**src/rtl/audio_seq_player.sv**
```systemverilog
// Beat-sequenced square-wave tone player: steps a beat index through an external
// score table and renders one duty-controlled PWM tone per channel.
//
// state   | meaning
// --------+--------------------------------------------------------------
// S_IDLE  | stopped, beat_idx and beat counter parked at 0
// S_PLAY  | beat counter running, tones rendering
// S_PAUSE | beat counter and beat_idx frozen, tones silent
module audio_seq_player #(
    parameter int NUM_CH    = 2,
    parameter int BEAT_DIV  = 12_500_000,
    parameter int TRACK_LEN = 128,
    parameter int IDX_W     = 8,
    parameter int PER_W     = 20,
    parameter int DUTY_W    = 10
) (
    input  logic                    clk,
    input  logic                    rst,
    input  logic                    play,
    input  logic                    pause,
    input  logic                    stop,
    input  logic                    loop,
    input  logic [DUTY_W-1:0]       duty,
    input  logic [NUM_CH*PER_W-1:0] tone_per,
    output logic [IDX_W-1:0]        beat_idx,
    output logic [NUM_CH-1:0]       pwm,
    output logic                    playing,
    output logic                    done
);

    localparam int CNT_W  = (BEAT_DIV > 1) ? $clog2(BEAT_DIV) : 1;
    localparam int PROD_W = PER_W + DUTY_W;
    localparam logic [CNT_W-1:0] CNT_LAST = CNT_W'(BEAT_DIV - 1);
    localparam logic [IDX_W-1:0] IDX_LAST = IDX_W'(TRACK_LEN - 1);

    localparam logic [1:0] S_IDLE  = 2'd0;
    localparam logic [1:0] S_PLAY  = 2'd1;
    localparam logic [1:0] S_PAUSE = 2'd2;

    logic [1:0]       state, state_n;
    logic [CNT_W-1:0] beat_cnt, beat_cnt_n;
    logic [IDX_W-1:0] beat_idx_n;
    logic             done_n;
    logic             in_play;
    logic             idx_chg;

    logic [PER_W-1:0]  tone_cnt   [NUM_CH];
    logic [PER_W-1:0]  tone_cnt_n [NUM_CH];
    logic [NUM_CH-1:0] pwm_n;

    assign in_play = (state == S_PLAY);

    // stop outranks everything; pause outranks play while playing
    always_comb begin
        state_n    = state;
        beat_cnt_n = beat_cnt;
        beat_idx_n = beat_idx;
        done_n     = 1'b0;
        if (stop) begin
            state_n    = S_IDLE;
            beat_cnt_n = '0;
            beat_idx_n = '0;
        end else begin
            case (state)
                S_IDLE: begin
                    if (play) begin
                        state_n    = S_PLAY;
                        beat_cnt_n = '0;
                        beat_idx_n = '0;
                    end
                end
                S_PLAY: begin
                    if (pause) begin
                        state_n = S_PAUSE;
                    end else if (beat_cnt == CNT_LAST) begin
                        beat_cnt_n = '0;
                        if (beat_idx < IDX_LAST) begin
                            beat_idx_n = beat_idx + IDX_W'(1);
                        end else if (loop) begin
                            beat_idx_n = '0;
                        end else begin
                            state_n    = S_IDLE;
                            beat_idx_n = '0;
                            done_n     = 1'b1;
                        end
                    end else begin
                        beat_cnt_n = beat_cnt + CNT_W'(1);
                    end
                end
                S_PAUSE: begin
                    if (play) begin
                        state_n = S_PLAY;
                    end
                end
                default: begin
                    state_n    = S_IDLE;
                    beat_cnt_n = '0;
                    beat_idx_n = '0;
                end
            endcase
        end
    end

    assign idx_chg = (beat_idx_n != beat_idx);

    always_ff @(posedge clk or negedge rst) begin
        if (!rst) begin
            state    <= S_IDLE;
            beat_cnt <= '0;
            beat_idx <= '0;
            done     <= 1'b0;
            playing  <= 1'b0;
        end else begin
            state    <= state_n;
            beat_cnt <= beat_cnt_n;
            beat_idx <= beat_idx_n;
            done     <= done_n;
            playing  <= (state_n == S_PLAY);
        end
    end

    // Tone counters restart on every new note so each note begins phase-aligned
    for (genvar k = 0; k < NUM_CH; k++) begin : g_ch
        logic [PER_W-1:0]  per;
        logic [PROD_W-1:0] prod;
        logic [PER_W-1:0]  high_time;

        assign per       = tone_per[k*PER_W +: PER_W];
        assign prod      = PROD_W'(per) * PROD_W'(duty);
        assign high_time = PER_W'(prod >> DUTY_W);

        assign tone_cnt_n[k] = (!in_play || (per == '0) || idx_chg ||
                                (tone_cnt[k] >= per - PER_W'(1)))
                               ? '0 : tone_cnt[k] + PER_W'(1);
        assign pwm_n[k] = in_play && (per != '0) && (tone_cnt[k] < high_time);
    end

    always_ff @(posedge clk or negedge rst) begin
        if (!rst) begin
            for (int k = 0; k < NUM_CH; k++) begin
                tone_cnt[k] <= '0;
            end
            pwm <= '0;
        end else begin
            tone_cnt <= tone_cnt_n;
            pwm      <= pwm_n;
        end
    end

endmodule

```
**config.mk**
```make
export PLATFORM = sky130hd
export DESIGN_NAME = audio_seq_player
export DESIGN_NICKNAME = d
export VERILOG_FILES = /design/src/rtl/audio_seq_player.sv
export SDC_FILE = /design/constraint.sdc
export NUM_CORES = 1
export LEC_CHECK = 0
export BUFFER_PORTS_ARGS = -buffer_cell sky130_fd_sc_hd__buf_2
export CAP_MARGIN = 20
export CORE_MARGIN = 3
export CORE_UTILIZATION = 55
export CTS_CLUSTER_DIAMETER = 100
export CTS_CLUSTER_SIZE = 16
export DETAILED_ROUTE_END_ITERATION = 12
export PLACE_DENSITY = 0.78
export SETUP_SLACK_MARGIN = 0.02
export SYNTH_ARGS = -nofsm -noshare
export SYNTH_HDL_FRONTEND = slang
export SYNTH_SLANG_ARGS = --single-unit
```
**constraint.sdc**
```tcl
create_clock -name clk -period 5.4 [get_ports clk]
set_input_delay 1.08 -clock clk [delete_from_list [all_inputs] [get_ports clk]]
set_output_delay 1.08 -clock clk [all_outputs]
set_load 0.02 [all_outputs]
```
# [After elaboration in Yosys (flattened, before gate mapping)]
# Index checks and enable logic that the tools add are counted.
[classes] addsub=6 mul=2 magnitude_cmp=5 eq_ne=8 muxes=26 n_reduce_logical=18
[op_table] cell="24-bit two-way mux" n=4
[op_table] cell="24-bit one-hot mux with 3 select lines" n=1
[op_table] cell="20-bit by 10-bit multiplier with 30-bit output" n=2
[op_table] cell="20-bit by 1-bit adder with 20-bit output, second input constant" n=2
[op_table] cell="20-bit greater-or-equal comparator" n=2
[op_table] cell="20-bit zero test" n=2
[op_table] cell="20-bit less-than comparator" n=2
[op_table] cell="20-bit two-way mux" n=2
[op_table] cell="8-bit two-way mux" n=5
[op_table] cell="20-bit nonzero test" n=2
[op_table] cell="20-bit by 1-bit subtractor with 20-bit output, second input constant" n=2
[op_table] cell="24-bit by 1-bit adder with 24-bit output, second input constant" n=1
[op_table] cell="24-bit == test, second input constant" n=1
[op_table] cell="8-bit one-hot mux with 3 select lines" n=1
[op_table] cell="2-bit two-way mux" n=6
[op_table] cell="8-bit by 1-bit adder with 8-bit output, second input constant" n=1
[op_table] cell="8-bit by 7-bit less-than comparator with 1-bit output, second input constant" n=1
[op_table] cell="8-bit != test" n=1
[op_table] cell="1-bit logical OR" n=6
[op_table] cell="1-bit two-way mux" n=6
[op_table] cell="3-bit != test, second input constant" n=2
[op_table] cell="2-bit by 1-bit == test with 1-bit output, second input constant" n=2
[op_table] cell="1-bit logical AND" n=4
[op_table] cell="2-bit one-hot mux with 2 select lines" n=1
[op_table] cell="6 further kinds" n=6
[totals] reg_bits=78 output_inout_bits=12

# [Longest topological paths before layout]
[depth] ltp_word=10 depth_mapped=34 depth_no_buf=33

# [Worst setup path after synthesis]
# Ideal clock, no wire load.
[synth_timing] path_kind="input-to-reg" from="input duty[1]" to="register pwm[1]" setup_ns=0.126 t_arrival_ns=7.741 required_ns=5.274 slack_ns=-2.467 path_stages=28 n_path_buf=2 cell_sequence="clkbuf_1 -> clkbuf_1 -> nand2_1 -> fa_1 -> inv_1 -> fa_1 -> ha_1 -> fa_1 -> inv_1 -> fa_1 -> inv_1 -> ha_1 -> a211oi_1 -> o221ai_1 -> a221oi_1 -> o21ai_0 -> nor3_1 -> o21ai_0 -> a41o_1 -> o41ai_1 -> xnor2_1 -> ha_1 -> nand4_1 -> nor2_1 -> nand2_1 -> or3_1 -> a211oi_1 -> nor3_1"
[synth_via] elab_chain_len=3
[synth_lines] element="start: declaration" line_no="23" rtl="input logic [DUTY_W-1:0] duty,"
[synth_lines] element="20-bit by 10-bit multiplier with 30-bit output" line_no="129" rtl="assign prod = PROD_W'(per) * PROD_W'(duty);"
[synth_lines] element="20-bit less-than comparator" line_no="135" rtl="assign pwm_n[k] = in_play && (per != '0) && (tone_cnt[k] < high_time);"
[synth_lines] element="1-bit logical AND" line_no="135"
[synth_lines] element="net pwm_n[1]" line_no="49" rtl="logic [NUM_CH-1:0] pwm_n;"
[synth_lines] element="end signal: assignment" line_no="146" rtl="pwm <= pwm_n;"
[synth_lines] element="end: declaration" line_no="26" rtl="output logic [NUM_CH-1:0] pwm,"
# The timed path passes the listed nets, and every way through them passes these cells.
# A chain may end at the register's enable or synchronous reset.

# [Worst setup path after layout]
[layout_timing] from="input duty[6]" to="register pwm[0]"
# Same word-level chain as after synthesis.

==> out/results.tsv <==
stage	metric	value	unit
yosys	asr flop ratio synth	100	%
final_layout	post-layout util	68.5	%
worst_setup_path	kind of critical path	in2reg	
die	Die Wd	188	um
grt	GRT Total Usage	27.5	%
worst_setup_path	Worst R2R Setup Slack	1.45	ns
placed_design	Placed Cells incl. Taps	2752	
sta	period utilization	137	%
yosys	Yosys cell types	66	
die	Site Rows	65	
grt	Congestion Overflow GR	0	
worst_hold_path	hold_sp	beat_cnt[21]	
cts	clk root buf	clkbuf_16	
worst_setup_path	CP arrival	7.60	ns
cts	clk buf depth	2	
final_layout	Nets	2903	
worst_setup_path	Worst Setup End Kind	register	
yosys	Post-Synth Simple-Gate Area	21.9	%
worst_setup_path	critical path fanouts, max	20	
sta	Max Clk Rate	0.135	GHz
worst_hold_path	Hold Path Class	reg2reg	
worst_hold_path	hold path depth	1	
placed_design	HPWL Detailed	38200	um
cts	clk sink count	78	
sta	setup ws final	-1.99	ns
die	I/O Pins	68	
placed_design	PortBufs	67	
cts	CTS buffer count	9	
final_layout	Final Non-Filler Cells	2794	
final_layout	area delta synth->final	20.8	%
routing	TritonRoute pass-1 iters	5	
power	Pleak	11.1	nW
worst_setup_path	most frequent CP cell	fa_1	
yosys	post-synthesis cell area	0.0182	mm2
die	core area	0.0320	mm2
sta	RSZ-0062 raised after global routing	true	
die	chip height	188	um
worst_setup_path	WP data required	5.61	ns
final_layout	layout cells sized above 1	21.2	%
status	failing checks	setup timing	
sta	# setup viols final	2	
yosys	adder-cell share of the synthesized area	45.7	%
routing	average wire per standard cell	17.3	um
flow_run	Max Cap Viol	0	
sta	Final Max Slew Viols	0	
yosys	Warnings, synthesis	0	
status	run status	finished, violations left	
yosys	Syn Nets	2662	
routing	Total Routed Length	48300	um
routing	First DRT Iteration DRCs	886	
worst_setup_path	worst reg2reg path depth	9	
worst_setup_path	endpoint of the worst register-to-register path	tone_cnt[7]	
grt	initial antenna violation count	0	
sta	Final min period	7.39	ns
yosys	Synth Instances	2112	
worst_setup_path	Worst R2R Start	beat_cnt[9]	
yosys	synthesized area per cell	8.60	um2
cts	CTS tree	done	
cts	CTS clock-pin slew for the worst setup and hold paths	0.07	ns
yosys	largest family of logic cells by synthesized area	adder cells	
sta	Final Hold Vio Count	0	
worst_setup_path	crit path launch type	input port	
yosys	post-synthesis mux area share	0	%
die	die area	0.0353	mm2
power	maximum VDD drop	0.542	mV
worst_setup_path	max incr delay on CP	0.60	ns
routing	DR vias	15704	
grt	vias in the first global route	16686	
grt	largest net degree at the start of global routing	79	
worst_hold_path	Hold Path Sink	beat_cnt[21]	
sta	Slew @ Worst Pin	0.982	ns
sta	setup TNS	-3.70	ns
routing	mean number of vias per cell	5.62	
cts	CTS H-tree lvls	3	
routing	Post-route DRC	0	
power	final total power	12.0	mW
die	Initial Util	56.7	%
worst_setup_path	Worst Setup SP	duty[6]	
yosys	Seq/Total Area, Yosys	10.7	%
routing	ANT nets after route	0	
sta	clock skew	0.00525	ns
grt	first-pass GRT wire length	80200	um
yosys	synthesized flop and latch total	78	
cts	Skew-Pair Late Insertion Delay	0.34	ns
worst_setup_path	CP max stage cell	fa_1	
yosys	top_reg_cell synth	dfrtp_1	
yosys	compound-gate portion of the synthesized area	7.64	%
sta	max_slew headroom	34.5	%
placed_design	Post-Place Setup Slack	-2.46	ns
yosys	Post-synth EDFFs	0	
yosys	post-synthesis xor/xnor area fraction	5.50	%
power	Pwr Density	548	mW/mm2
placed_design	routability cong.	0.935	
final cells by class:
cell class,count,area (um2)
fillers,2476,10100
multi-input cells,1625,15300
clock inverters,7,103
inverters,314,1180
diodes,1,2.50
flip-flops and latches,78,1950
repair buffers,325,2650
clock buffers,9,225
well taps,435,544
power by group:
part | internal, mW | switching, mW
clock | 0.413 | 0.285
sequential | 0.589 | 0.00728
combinational | 5.53 | 5.22
total | 6.53 | 5.51
worst max-delay path by stage:
stage             end  cells after the start
3_3_place_gp   pwm[0]                     32
3_5_place_dp   pwm[1]                     26
4_1_cts        pwm[0]                     35
6_report       pwm[0]                     28
2_1_floorplan  pwm[0]                     33
5_1_grt        pwm[0]                     33
synth_stat cells, drive strengths merged, types with 53 or more instances:
cell	number	area, um2
inv	314	1180
xnor2	54	473
ha	212	2650
clkbuf	88	330
o21ai	53	269
and2	189	1180
a21oi	69	349
nor2	122	508
dfrtp	78	1950
fa	282	5650
nand2	280	1050
xor2	60	526
sequential cells by signal, summed over array words and instances, names as in the netlist:
signal    cells
tone_cnt     40
beat_cnt     24
beat_idx      8
pwm           2
state         2
done          1
playing       1
metrics by stage:
step / cell area [um2] / hold WS [ns]
after detailed placement: 20700 / 0.473
after CTS: 21500 / 0.482
after floorplan: 18600 / 0.438
after global routing: 22000 / 0.484
after global placement: 20700 / 0.464
final: 22000 / 0.486
kinds of logic (layout without fill, tap and decap cells):
| group | Yosys count | count (layout) |
|---|---|---|
| adder cells (fa/ha/maj) | 494 | 494 |
| AND/OR/NAND/NOR | 797 | 797 |
| buffers and inverters | 409 | 655 |
| AO/OA/AOI/OAI | 220 | 220 |
| flip-flops | 78 | 78 |
| other | 0 | 1 |
| XOR/XNOR | 114 | 114 |
routing by layer:
layer	track usage [%]	routed length, um	part of all wire [%]	vias to the layer above
li1	-	-	-	7178
met1	34.1	19200	40	7861
met2	49.9	25200	52	527
met3	3.23	2450	5.1	138
met4	9.26	1530	3.2	0
met5	0	0	0	-
placed cells by master (no fill, tap or decap), types with 21 or more instances in the layout:
cell,Yosys,layout
a21o_1,27,26
a21oi_1,68,55
and2_1,189,179
buf_2,3,41
buf_4,0,241
dfrtp_1,78,78
fa_1,282,274
ha_1,212,189
ha_4,0,22
inv_1,314,293
inv_2,0,21
nand2_1,280,259
nand3_1,45,44
nand4_1,28,28
nor2_1,102,100
nor2_2,20,22
nor3_1,35,34
o21ai_0,51,41
xnor2_1,54,54
xor2_1,60,60
worst max-delay path, delay by kind of cell:
kind,cells,cell delay [ns]
adders and majority gates,7,3.21
and+or+nand+nor,10,1.84
buffers and inverters,5,0.50
AOI/OAI and AO/OA,6,0.97
timing repair:
action,CTS,global route
hold buffers,0,0
resized for setup,65,110
pin swaps,65,132
setup buffers,9,15
cloned,2,0
setup endpoints to repair,2,2
No activity file was read; power rests on OpenSTA's default activity.
